===== src/rtl/dispatch_ctrl.sv =====
// dispatch_ctrl: rename/dispatch sequencing controller.
// Picks whether the instruction-queue head dispatches this cycle, steers it to
// the ALU/MUL/DIV reservation station, gates free-list pops, tags it with the
// dynamic order counter, and blocks dispatch while the RAT recovers from a flush.
// Optional build macro: DISPATCH_PERF_EN (saturating stall-cycle counters).
module dispatch_ctrl #(
  parameter int unsigned ORDER_W        = 64,
  parameter int unsigned RECOVER_CYCLES = 2
) (
  input  logic               clk,
  input  logic               rst,
  input  logic               iq_empty,
  input  logic [31:0]        iq_inst,
  input  logic               free_list_empty,
  input  logic               rob_full,
  input  logic [2:0]         rs_full,
  input  logic               flush,
  input  logic [ORDER_W-1:0] flush_order,
  output logic               iq_dequeue,
  output logic               fl_dequeue,
  output logic               rob_alloc,
  output logic [2:0]         rs_sel,
  output logic [ORDER_W-1:0] dispatch_order,
  output logic               busy_recover,
  output logic [2:0]         stall_cause,
  output logic [31:0]        perf_stall_rob,
  output logic [31:0]        perf_stall_rs,
  output logic [31:0]        perf_stall_fl
);

  localparam int unsigned CNT_W     = 4;
  localparam int unsigned PERF_W    = 32;
  localparam logic [6:0]  OP_REG    = 7'b0110011;
  localparam logic [6:0]  OP_STORE  = 7'b0100011;
  localparam logic [6:0]  OP_BRANCH = 7'b1100011;
  localparam logic [6:0]  F7_MULDIV = 7'b0000001;
  localparam logic [CNT_W-1:0] CNT_LOAD = CNT_W'(RECOVER_CYCLES - 1);

  typedef enum logic {
    RUN     = 1'b0,
    RECOVER = 1'b1
  } state_t;

  state_t             state;
  state_t             state_next;
  logic [CNT_W-1:0]   recover_cnt;
  logic [ORDER_W-1:0] order;

  logic [6:0] opcode;
  logic [4:0] rd;
  logic [6:0] funct7;
  logic       funct3_hi;
  logic [2:0] cls;
  logic       is_muldiv;
  logic       needs_pd;
  logic       rs_blocked;
  logic       fl_blocked;
  logic       eligible;
  logic       fire;
  logic       unused_inst;

  assign opcode      = iq_inst[6:0];
  assign rd          = iq_inst[11:7];
  assign funct3_hi   = iq_inst[14];
  assign funct7      = iq_inst[31:25];
  assign unused_inst = ^iq_inst[24:12];

  // Decode class (one-hot, RS bit order) and whether a physical register is consumed
  always_comb begin
    is_muldiv  = (opcode == OP_REG) && (funct7 == F7_MULDIV);
    cls        = is_muldiv ? (funct3_hi ? 3'b100 : 3'b010) : 3'b001;
    needs_pd   = !((opcode == OP_STORE) || (opcode == OP_BRANCH)) && (rd != 5'd0);
    rs_blocked = |(rs_full & cls);
    fl_blocked = needs_pd && free_list_empty;
    eligible   = rst && (state == RUN) && !flush && !iq_empty;
    fire       = eligible && !rob_full && !rs_blocked && !fl_blocked;
  end

  // FSM state register
  always_ff @(posedge clk) begin
    if (!rst) begin
      state <= RUN;
    end else begin
      state <= state_next;
    end
  end

  // FSM next-state: flush always (re)enters RECOVER; leave when the counter hits zero
  always_comb begin
    state_next = state;
    case (state)
      RUN:     if (flush) state_next = RECOVER;
      RECOVER: begin
        if (flush) begin
          state_next = RECOVER;
        end else if (recover_cnt == '0) begin
          state_next = RUN;
        end
      end
      default: state_next = RUN;
    endcase
  end

  // Recovery countdown and dynamic order counter
  always_ff @(posedge clk) begin
    if (!rst) begin
      recover_cnt <= '0;
      order       <= '0;
    end else if (flush) begin
      recover_cnt <= CNT_LOAD;
      order       <= flush_order;
    end else begin
      if ((state == RECOVER) && (recover_cnt != '0)) begin
        recover_cnt <= recover_cnt - CNT_W'(1);
      end
      if (fire) begin
        order <= order + ORDER_W'(1);
      end
    end
  end

  // Dispatch strobes and stall reporting; everything reads low while reset is asserted
  always_comb begin
    iq_dequeue     = 1'b0;
    fl_dequeue     = 1'b0;
    rob_alloc      = 1'b0;
    rs_sel         = 3'b000;
    stall_cause    = 3'b000;
    dispatch_order = rst ? order : '0;
    busy_recover   = rst && (state == RECOVER);
    if (fire) begin
      iq_dequeue = 1'b1;
      rob_alloc  = 1'b1;
      rs_sel     = cls;
      fl_dequeue = needs_pd;
    end else if (eligible) begin
      stall_cause = {fl_blocked, rs_blocked, rob_full};
    end
  end

`ifdef DISPATCH_PERF_EN
  logic [PERF_W-1:0] cnt_rob;
  logic [PERF_W-1:0] cnt_rs;
  logic [PERF_W-1:0] cnt_fl;

  // Saturating stall-cycle counters; only reset clears them
  always_ff @(posedge clk) begin
    if (!rst) begin
      cnt_rob <= '0;
      cnt_rs  <= '0;
      cnt_fl  <= '0;
    end else begin
      if (stall_cause[0] && (cnt_rob != '1)) cnt_rob <= cnt_rob + PERF_W'(1);
      if (stall_cause[1] && (cnt_rs  != '1)) cnt_rs  <= cnt_rs  + PERF_W'(1);
      if (stall_cause[2] && (cnt_fl  != '1)) cnt_fl  <= cnt_fl  + PERF_W'(1);
    end
  end

  assign perf_stall_rob = rst ? cnt_rob : '0;
  assign perf_stall_rs  = rst ? cnt_rs  : '0;
  assign perf_stall_fl  = rst ? cnt_fl  : '0;
`else
  assign perf_stall_rob = '0;
  assign perf_stall_rs  = '0;
  assign perf_stall_fl  = '0;
`endif

endmodule


===== config.mk =====
export PLATFORM = sky130hd
export DESIGN_NAME = dispatch_ctrl
export DESIGN_NICKNAME = d
export VERILOG_FILES = /design/src/rtl/dispatch_ctrl.sv
export SDC_FILE = /design/constraint.sdc
export NUM_CORES = 1
export LEC_CHECK = 0
export CAP_MARGIN = 20
export CORE_AREA = 2 2 119 121
export DETAILED_ROUTE_END_ITERATION = 10
export DIE_AREA = 0 0 121 123
export MAX_ROUTING_LAYER = met4
export PLACE_DENSITY = 0.81
export SLEW_MARGIN = 25
export SYNTH_ARGS = -nofsm -noshare
export SYNTH_HDL_FRONTEND = slang
export SYNTH_SLANG_ARGS = --single-unit

===== constraint.sdc =====
create_clock -name clk -period 4.2 [get_ports clk]
set_clock_uncertainty 0.05 [all_clocks]
set_input_delay 1.05 -clock clk [delete_from_list [all_inputs] [get_ports clk]]
set_output_delay 1.05 -clock clk [all_outputs]
set_load 0.02 [all_outputs]

* Yosys cells after proc, flatten, opt, wreduce, memory -nomap -nowiden
Index checks and enable logic that the tools add are counted.
** Word-level totals
- Word-level logic and storage cells :: 54
- Output and inout bits :: 170
- Flip-flop bits (word level) :: 69
** Operators by class
- Bitwise logic cells :: 3
- Add/sub/neg operators :: 2
- Equal/unequal tests :: 4
- Muxes and demuxes :: 16
- Reduce and logical (&&, ||, !) cells :: 25
** Operators with widths (count)
- $mux W64 :: 3
- $add A64 B1 Y64 const B :: 1
- $mux W3 :: 5
- $eq A7 B6 Y1 const B :: 2
- $logic_and A1 B1 Y1 :: 11
- $eq A7 B1 Y1 const B :: 1
- $eq A7 B7 Y1 const B :: 1
- $mux W1 :: 7
- $logic_not A1 Y1 :: 6
- $reduce_bool A5 Y1 :: 1
- $logic_not A4 Y1 :: 1
- $reduce_bool A2 Y1 :: 2
- $reduce_bool A4 Y1 :: 1
- $sub A4 B1 Y4 const B :: 1
- $and A3 B3 Y3 :: 1
- $reduce_or A3 Y1 :: 1
- $not A1 Y1 :: 2
- $pmux W1 S2 :: 1
- $reduce_or A2 Y1 :: 1
- $logic_or A1 B1 Y1 :: 1

* Longest topological paths before layout
- Word-level depth :: 10
- Depth in mapped cells :: 10

* Worst setup path before layout
No wires, ideal clock.
- Path type :: input-to-output
- Start point :: input iq_inst[2]
- End point :: output rs_sel[1]
- Buffers on the path :: 2
- Arrival time :: 2.903 ns
- Slack :: 0.197 ns
- Required time :: 3.100 ns
- Cell stages on the path :: 7
- Cells stage by stage :: and4bb_2 -> nand3b_1 -> a311oi_2 -> nand2_1 -> buf_2 -> clkbuf_1 -> nor3_1
** On the way
- Longest elaborated chain between the ends :: 9
- Elaborated cells on any way between the ends :: 16
- Classes of those cells :: 3 x eq/ne; 2 x mux; 1 x bitwise; 10 x reduce/logical
** Ends and longest elaborated chain
- start: declaration :: line 13 : input logic [31:0] iq_inst,
- $eq A7 B6 Y1 :: line 70 : is_muldiv = (opcode == OP_REG) && (funct7 == F7_MULDIV);
- $logic_and A1 B1 Y1 :: line 70
- $mux W3 :: line 71 : cls = is_muldiv ? (funct3_hi ? 3'b100 : 3'b010) : 3'b001;
- $and A3 B3 Y3 :: line 73 : rs_blocked = |(rs_full & cls);
- $reduce_or A3 Y1 :: line 73
- $logic_not A1 Y1 :: line 76 : fire = eligible && !rob_full && !rs_blocked && !fl_blocked;
- $logic_and A1 B1 Y1 (2 in a row) :: line 76
- $mux W3 * :: line 131 : if (fire) begin
- end: declaration :: line 22 : output logic [2:0] rs_sel,
Every way passes the cells marked *; elsewhere a longest branch is shown, timed or not.

* Worst setup path in the final report
- Start point :: input iq_inst[3]
- End point :: output fl_dequeue
** On the way
- Longest elaborated chain between the ends :: 9
- Elaborated cells on any way between the ends :: 16
- Classes of those cells :: 3 x eq/ne; 2 x mux; 1 x bitwise; 10 x reduce/logical
** Ends and longest elaborated chain
- $eq A7 B6 Y1 :: line 70
- $logic_and A1 B1 Y1 :: line 70
- $mux W3 :: line 71
- $and A3 B3 Y3 :: line 73
- $reduce_or A3 Y1 :: line 73
- $logic_not A1 Y1 :: line 76
- $logic_and A1 B1 Y1 (2 in a row) :: line 76
- $mux W1 * :: line 131
- end: declaration :: line 20 : output logic fl_dequeue,
Marked as above.

==> flow_summary.ini <==
[outcome]
status = finished, final reports clean

[synthesis]
synth_cell_types = 66
seq_area_frac_synth_pct = 25.2
synth-edff-count = 0
syn_area_per_cell_sq_um = 7.39
synthArstFlopShare_pct = 0
yosys_warnings = 0
synthCells = 742
synth_ff_type = dfxtp_1
ys_ff_latch = 69
syn_area_sq_um = 5490

[finish]
fillers = 1307
area_delta_synth_final_pct = 35.1
drive_above_1_share_pct = 7.87
final_common_cell = clkdlybuf4s50_1
final_nets = 1017
final_cell_mix = clkdlybuf4s50_1 (158), conb_1 (96), dfxtp_1 (69)

[cts]
clkTransAtPathRegs_ns = 0.06
cts_inserted_buffers = 9
cts_htree_levels = 3
cts.path.max_buffers = 2
root_buffer = clkbuf_16
post_cts_buffers = 0
cts_tree = done
clock-sinks = 69
insertion_delay_ns = 0.34

[drt]
drc = 0
vias_per_cell = 5.39
ant_nets = 0
drt-pass1-iter-count = 5
drt-initial-drc-count = 774
wire_per_inst_microns = 16.7
vias = 5909
wl_microns = 18300

[global_routing]
grt_start_max_net_pins = 52
grt_pass1_vias = 5444
antenna_found_initial = 1
grt_pass1_wl_microns = 28600
grtUsageTotal_pct = 24.9
overflow = 0

[worst_setup_path]
critPathMaxStageDelay_ns = 0.41
startpoint_type = primary input
worstSetupEndpointType = output port
worst-path-buf-inv = 3
cpLargestDelayFamily = buffers and inverters
path_cells = clkdlybuf4s50_1, and4bb_2, nand3b_1, a311oi_2, nand2_2, inv_1, and3_1, dlygate4sd2_1
crit_type = in2out
worstPathRequired_ns = 3.10
path_max_fanout = 3
crit_path_top_delay_cell = clkdlybuf4s50_1
critPathArrivalTime_ns = 2.99

[floorplan]
die_w_microns = 121
fp.coreArea_sq_um = 13600
initial_utilization_pct = 40.3
die_h_microns = 123
die_area_sq_um = 14900
placementRows = 43
io_pins = 275

[timing]
slew-limit-headroom_pct = 41.1
rsz0062_at_grt = false
fmax_mhz = 245
fin_crit_sh_pct = 97.3
fin_crit_ns = 4.09
finalSetupViolCount = 0
hold_violations = 0
slew_viol_final = 0
worst_pin_slew_ns = 0.876
fin_ws_ns = 0.115

[placement]
dpl.hpwl_microns = 13500
post-place-ws_ns = -0.164
place_congestion = 0.922
port-buffer-count = 166

[min_path]
hold_path_class = reg2reg

[job]
drv_cap = 0

[pwr]
leakagePower_nw = 2.91
power_mw = 2.01
p_per_area_nw_per_um2 = 271
peakVddDrop_v = 0.000197
-- final timing paths --
path,startpoint,endpoint,slack (ns),cells past startpoint
hold reg to reg,order[34],order[34],0.47,2
hold / removal,order[34],order[34],0.47,2
setup / recovery,iq_inst[3],fl_dequeue,0.11,8
setup reg to reg,order[13],order[58],1.51,6
-- cell type report --
class	count	area, sq um	area share, %
multi-input cells	598	3460	46.7
repair buffers	198	1900	25.7
flip-flops and latches	69	1380	18.6
clock buffers	13	270	3.65
well taps	180	225	3.04
inverters	34	128	1.72
clock inverters	3	42.5	0.574
diodes	1	2.50	0.0338
-- flip-flops by register name (all words and copies together) (netlist names) --
name,flops
order,64
recover_cnt,4
state,1
-- worst reg2reg max path, cell delays in order (launching register included) --
cell	delay, ns
dfxtp_1	0.43
nand3_1	0.25
nor4_1	0.82
nand4_1	0.40
and3_1	0.33
o21a_1	0.16
o21a_1	0.15
-- per-stage QoR --
step	utilization [%]	hold WS, ns	setup TNS [ns]	instance area (sq um)	cells
finish	54.5	0.470	0	7410	1096
detailed placement	52.1	0.455	-0.729	7100	1079
CTS	54.4	0.469	0	7400	1095
global route	54.5	0.488	0	7410	1096
floorplan	-	0.419	0	5840	837
global placement	52.1	0.443	-0.705	7100	1079
-- logic make-up (layout without fill, tap and decap cells) --
| kind of cell | Yosys count | after routing | synth area share (%) |
|---|---|---|---|
| AOI/OAI and AO/OA | 157 | 157 | 20.6 |
| xor gates and xnor gates | 10 | 10 | 1.60 |
| adders and majority gates | 2 | 2 | 0.456 |
| buffers and inverters | 170 | 248 | 18.5 |
| DFF | 69 | 69 | 25.2 |
| muxes | 3 | 3 | 0.661 |
| other | 1 | 97 | 0.0684 |
| and+or+nand+nor | 330 | 330 | 33.0 |
-- cell usage after synthesis, types with 4 or more instances --
master / n / area (sq um)
buf_4: 98 / 736
dfxtp_1: 69 / 1380
nor2_1: 59 / 221
nand2_1: 57 / 214
and2_1: 44 / 275
nand3_1: 40 / 200
o21ai_0: 36 / 180
inv_1: 34 / 128
clkbuf_1: 32 / 120
nand4_1: 31 / 194
nor4_1: 24 / 150
a21oi_1: 21 / 105
nor3_1: 21 / 105
and3_1: 16 / 100
a221o_1: 13 / 130
a21o_1: 12 / 90.1
o311ai_0: 10 / 87.6
o21ba_2: 8 / 80.1
a31oi_1: 7 / 43.8
nor3b_1: 7 / 52.6
o41ai_1: 7 / 61.3
buf_2: 6 / 30.0
o211ai_1: 6 / 45.0
xnor2_1: 6 / 52.6
or3_1: 5 / 31.3
or4_1: 5 / 37.5
a211oi_1: 4 / 30.0
o21a_1: 4 / 30.0
o31a_1: 4 / 35.0
xor2_1: 4 / 35.0
-- metal layers --
metal  global-route usage [%]  vias up  routed length [microns]
li1                         -     2846                        -
met1                     31.6     2745                     7830
met2                     40.1      288                     8550
met3                     5.26       30                     1580
met4                     6.98        0                      361
met5                        -        -                        0
-- power breakdown --
part	internal (mW)	leakage, nW	switching (mW)
clock network	0.508	0.152	0.301
registers	0.697	0.570	0.0586
logic	0.199	2.19	0.242
total	1.40	2.91	0.602
-- repair_timing --
item                                    4_1_cts  5_1_grt
hold buffers                                  0        0
gates resized for setup                       6        2
pin swaps                                     0        0
endpoints found under the setup margin        6        3
Note: power is estimated with default switching activity, not from simulation.
==> edit 1 (config.mk and constraints unchanged) <==
Add a define of `DISPATCH_PERF_EN`.
--- a/src/rtl/dispatch_ctrl.sv
+++ b/src/rtl/dispatch_ctrl.sv
@@ -3,6 +3,8 @@
 // the ALU/MUL/DIV reservation station, gates free-list pops, tags it with the
 // dynamic order counter, and blocks dispatch while the RAT recovers from a flush.
 // Optional build macro: DISPATCH_PERF_EN (saturating stall-cycle counters).
+`define DISPATCH_PERF_EN
+
 module dispatch_ctrl #(
   parameter int unsigned ORDER_W        = 64,
   parameter int unsigned RECOVER_CYCLES = 2
Formal check against the unedited RTL: not equivalent (Yosys sat finds a counterexample within 4 cycles, from zero or initial values and one cycle with rst low).
==> edit 1 against the original RTL <==
The flow now stops in 3_3_place_gp; area after synthesis up 86%.
==> edit 1: results (changes against the original RTL) <==
----------------------------------------------------
[Synthesis]
  Most frequent cells after synthesis ... dfxtp_1, nand2_1, and2_1
  Number of different library cells in the post-synthesis netlist ... 71 (+7.6%)
  Synth Net Count ... 1469
  Share of synthesized flip-flops with an asynchronous set or reset ... 0 (unchanged)
  Synth warn ... 0 (unchanged)
  Sequential share of the synthesized area ... 0.3230 (+0.07119)
  Per-instance average area after synthesis ... 7.525 µm² (+1.8%)
  Yosys reg bits ... 165 (+140%)
  Area contributors post-synth ... dfxtp_1, and2_1, nand2_1
  Commonest register cell after synthesis ... dfxtp_1

[Run status]
  Failed at ... 3_3_place_gp
  Status ... did not finish
  Error ... [ERROR GPL-0301] Utilization 105.636 % exceeds 100%.

[Placed design]
  Count of buffers from port buffering ... 262 (+58%)

----------------------------------------------------
-- edit 1: changes by cell type after synthesis, sizes merged, moves of 23 or more --
| cell | unedited run | this run |
|---|---|---|
| clkbuf | 32 | 72 |
| nand4 | 34 | 72 |
| a21oi | 21 | 71 |
| and2 | 45 | 126 |
| nand3 | 41 | 72 |
| dfxtp | 69 | 165 |
| or4 | 6 | 38 |
| inv | 34 | 57 |
| nand2 | 57 | 142 |
| buf | 104 | 16 |
| xnor2 | 6 | 35 |
| nor2 | 59 | 108 |
-- edit 1: cell families after synthesis --
kind of cell,count (synthesis),synth area share
xor gates and xnor gates,44,0.03769
buffers and inverters,146,0.05824
and+or+nand+nor,728,0.3868
AOI/OAI and AO/OA,244,0.1582
DFF,165,0.3230
adders and majority gates,5,0.006118
muxes,27,0.02998
==> edit 2 (config.mk and constraints unchanged) <==
Made on the original files. `CNT_W`: 4 -> 3.
--- a/src/rtl/dispatch_ctrl.sv
+++ b/src/rtl/dispatch_ctrl.sv
@@ -28,7 +28,7 @@
   output logic [31:0]        perf_stall_fl
 );
 
-  localparam int unsigned CNT_W     = 4;
+  localparam int unsigned CNT_W     = 3;
   localparam int unsigned PERF_W    = 32;
   localparam logic [6:0]  OP_REG    = 7'b0110011;
   localparam logic [6:0]  OP_STORE  = 7'b0100011;
Behaviour: no difference found for any inputs over 4 cycles, from zero or initial values and one cycle with rst low; that may be too few to reach the edited logic, so the function may still have changed.
==> edit 2 against the original RTL <==
Worst setup slack improved by 0.062 ns; area after synthesis is 2.8% higher; final cell count rose by 0.18%; final area increased by 0.56%; non-clock buffer count is 10 lower; power grew 1.1%; routed wire length down 0.40%; hold slack worse by 0.029 ns; sequential cell count fell by 1.
==> edit 2: results (changes against the original RTL) <==
----------------------------------------------------
[Power]
  Static power due to leakage ... 2.974 nW (+2.2%)
  Worst IR drop on VDD ... 0.0001825 V (-7.3%)

[Drt]
  Metal2 WL ... 8807 µm (+3.0%)
  Detailed Route WL ... 18260 µm (-0.40%)
  Total number of vias ... 5959 (+0.85%)
  Met3 wire length ... 1501 µm (-5.2%)
  Violation count after the first detailed-routing iteration ... 476 (-39%)
  Top metal layer carrying routed signals ... met4
  WL met1 ... 7663 µm (-2.2%)
  Routed WL per cell ... 16.63 µm (-0.59%)

[Placed design]
  Instance count after placement with tap cells included ... 1082 (+0.28%)
  Placed cell areas ... 7148 µm² (+0.74%)
  Worst-case setup slack after placement ... -0.2201 ns (-0.05641 ns)
  Global placer's final weighted congestion ... 0.8893 (-3.6%)
  Post-detailed-placement half-perimeter wirelength ... 13370 µm (-0.74%)

[Run status]
  Status ... finished, final reports clean

[Synthesis]
  Area contributors post-synth ... dfxtp_1, buf_4, and2_1
  Sequential share of the synthesized area ... 0.2414 (-0.01042)
  Most frequent cells after synthesis ... buf_4, dfxtp_1, nand2_1
  Number of standard cells after synthesis ... 757 (+2.0%)
  Synth warn ... 0 (unchanged)
  Number of different library cells in the post-synthesis netlist ... 71 (+7.6%)

[Finish]
  Net total in the final layout ... 1021 (+0.39%)
  Biggest registers after layout ... order (64), recover_cnt (3), state (1)
  Fraction of final layout cells sized beyond drive strength 1 ... 0.06870 (-0.009986)

[Global route]
  Maximum number of pins on one net before global-route repair ... 72 (+38%)
  Total global-route track usage ... 0.2438 (-0.004865)
  Wire length of the first global-routing pass ... 27590 µm (-3.4%)
  Number of global-route vias before repair ... 5342 (-1.9%)

[STA]
  Relative max-transition margin ... 0.3484 (-0.06253)
  Number of pins exceeding their max-slew limit in the final report ... 0 (unchanged)

[Worst hold path]
  Class of the tightest hold or removal check ... flop to flop
  Worst Hold Launch ... recover_cnt[1]$_SDFFE_PP0P_

[Setup path]
  Worst setup path start ... iq_inst[5]
  Startpoint of the most critical register-to-register path ... order[20]$_SDFFE_PN0P_
  WP data arrival ... 2.92 ns (-0.07 ns)

[Clocking]
  CTS HTree Levels ... 3 (unchanged)
  CTS buffer count ... 9 (unchanged)

----------------------------------------------------
## edit 2: cell types whose count changed after synthesis, moves of 5 or more
cell,unedited run,this run
and3_1,16,26
clkbuf_1,32,22
nor2_1,59,49
o311ai_0,10,0
buf_2,6,15
o21ba_2,8,0
a21oi_1,21,28
and4_1,1,8
a211o_1,1,7
nor4_1,24,19
## edit 2: final timing paths
check	endpoint	slack, ns	cells past startpoint
worst max register to register	order[51]$_SDFFE_PN0P_	1.58	6
worst min-delay path	recover_cnt[1]$_SDFFE_PP0P_	0.44	2
worst min register to register	recover_cnt[1]$_SDFFE_PP0P_	0.44	2
worst max-delay path	rs_sel[0]	0.18	7
## edit 2: layer usage
layer / track usage / vias to the layer above
met5: - / -
met1: 0.3018 / 2743
met4: 0.06032 / 0
met2: 0.4070 / 304
li1: - / 2891
met3: 0.05166 / 21
## edit 2: through the flow
| step | hold slack (ns) | utilization |
|---|---|---|
| 5_1_grt | 0.4881 | 0.5476 |
| 4_1_cts | 0.4455 | 0.5475 |
| 6_report | 0.4410 | 0.5476 |
| 3_5_place_dp | 0.4327 | 0.5251 |
| 2_1_floorplan | 0.4044 | - |
| 3_3_place_gp | 0.4229 | 0.5251 |
## edit 2: worst max-delay path: stages
cell and delay (ns):
clkdlybuf4s50_1 0.47, nor3b_2 0.19, nand4b_1 0.18, a311oi_2 0.36
buf_4 0.17, and3_1 0.15, dlygate4sd2_1 0.35
## edit 2: cell type report
class                           count  area, µm²
Antenna cell                        1      2.502
Multi-Input combinational cell    615       3616
Clock inverter                      5      77.57
Clock buffer                       10      229.0
Sequential cell                    68       1361
Timing Repair Buffer              188       1826
Tap cell                          180      225.2
Inverter                           31      116.4
Fill cell                        1336       6158
## edit 2: timing repair
action | CTS | global route
endpoints found under the setup margin | 6 | 2
pin swaps | 1 | 1
gates resized for setup | 7 | 3
endpoints found under the hold margin | 0 | 0
## edit 2: kinds of logic after synthesis
kind of cell | Yosys count | share of synthesized area
adder cells (fa/ha/maj) | 3 | 0.006657
flip-flops | 68 | 0.2414
multiplexers | 3 | 0.005769
XOR/XNOR | 8 | 0.01243
AO/OA/AOI/OAI | 163 | 0.2019
buffers and inverters | 169 | 0.1824
other | 1 | 0.0006650
AND/OR/NAND/NOR | 342 | 0.3488
## edit 2: power by group
part / internal (W) / total [W] / switching (W)
Clock: 0.000514 / 0.000803 / 0.000289
Combinational: 0.000207 / 0.000459 / 0.000252
Sequential: 0.000693 / 0.000765 / 0.0000718
Total: 0.00141 / 0.00203 / 0.000613
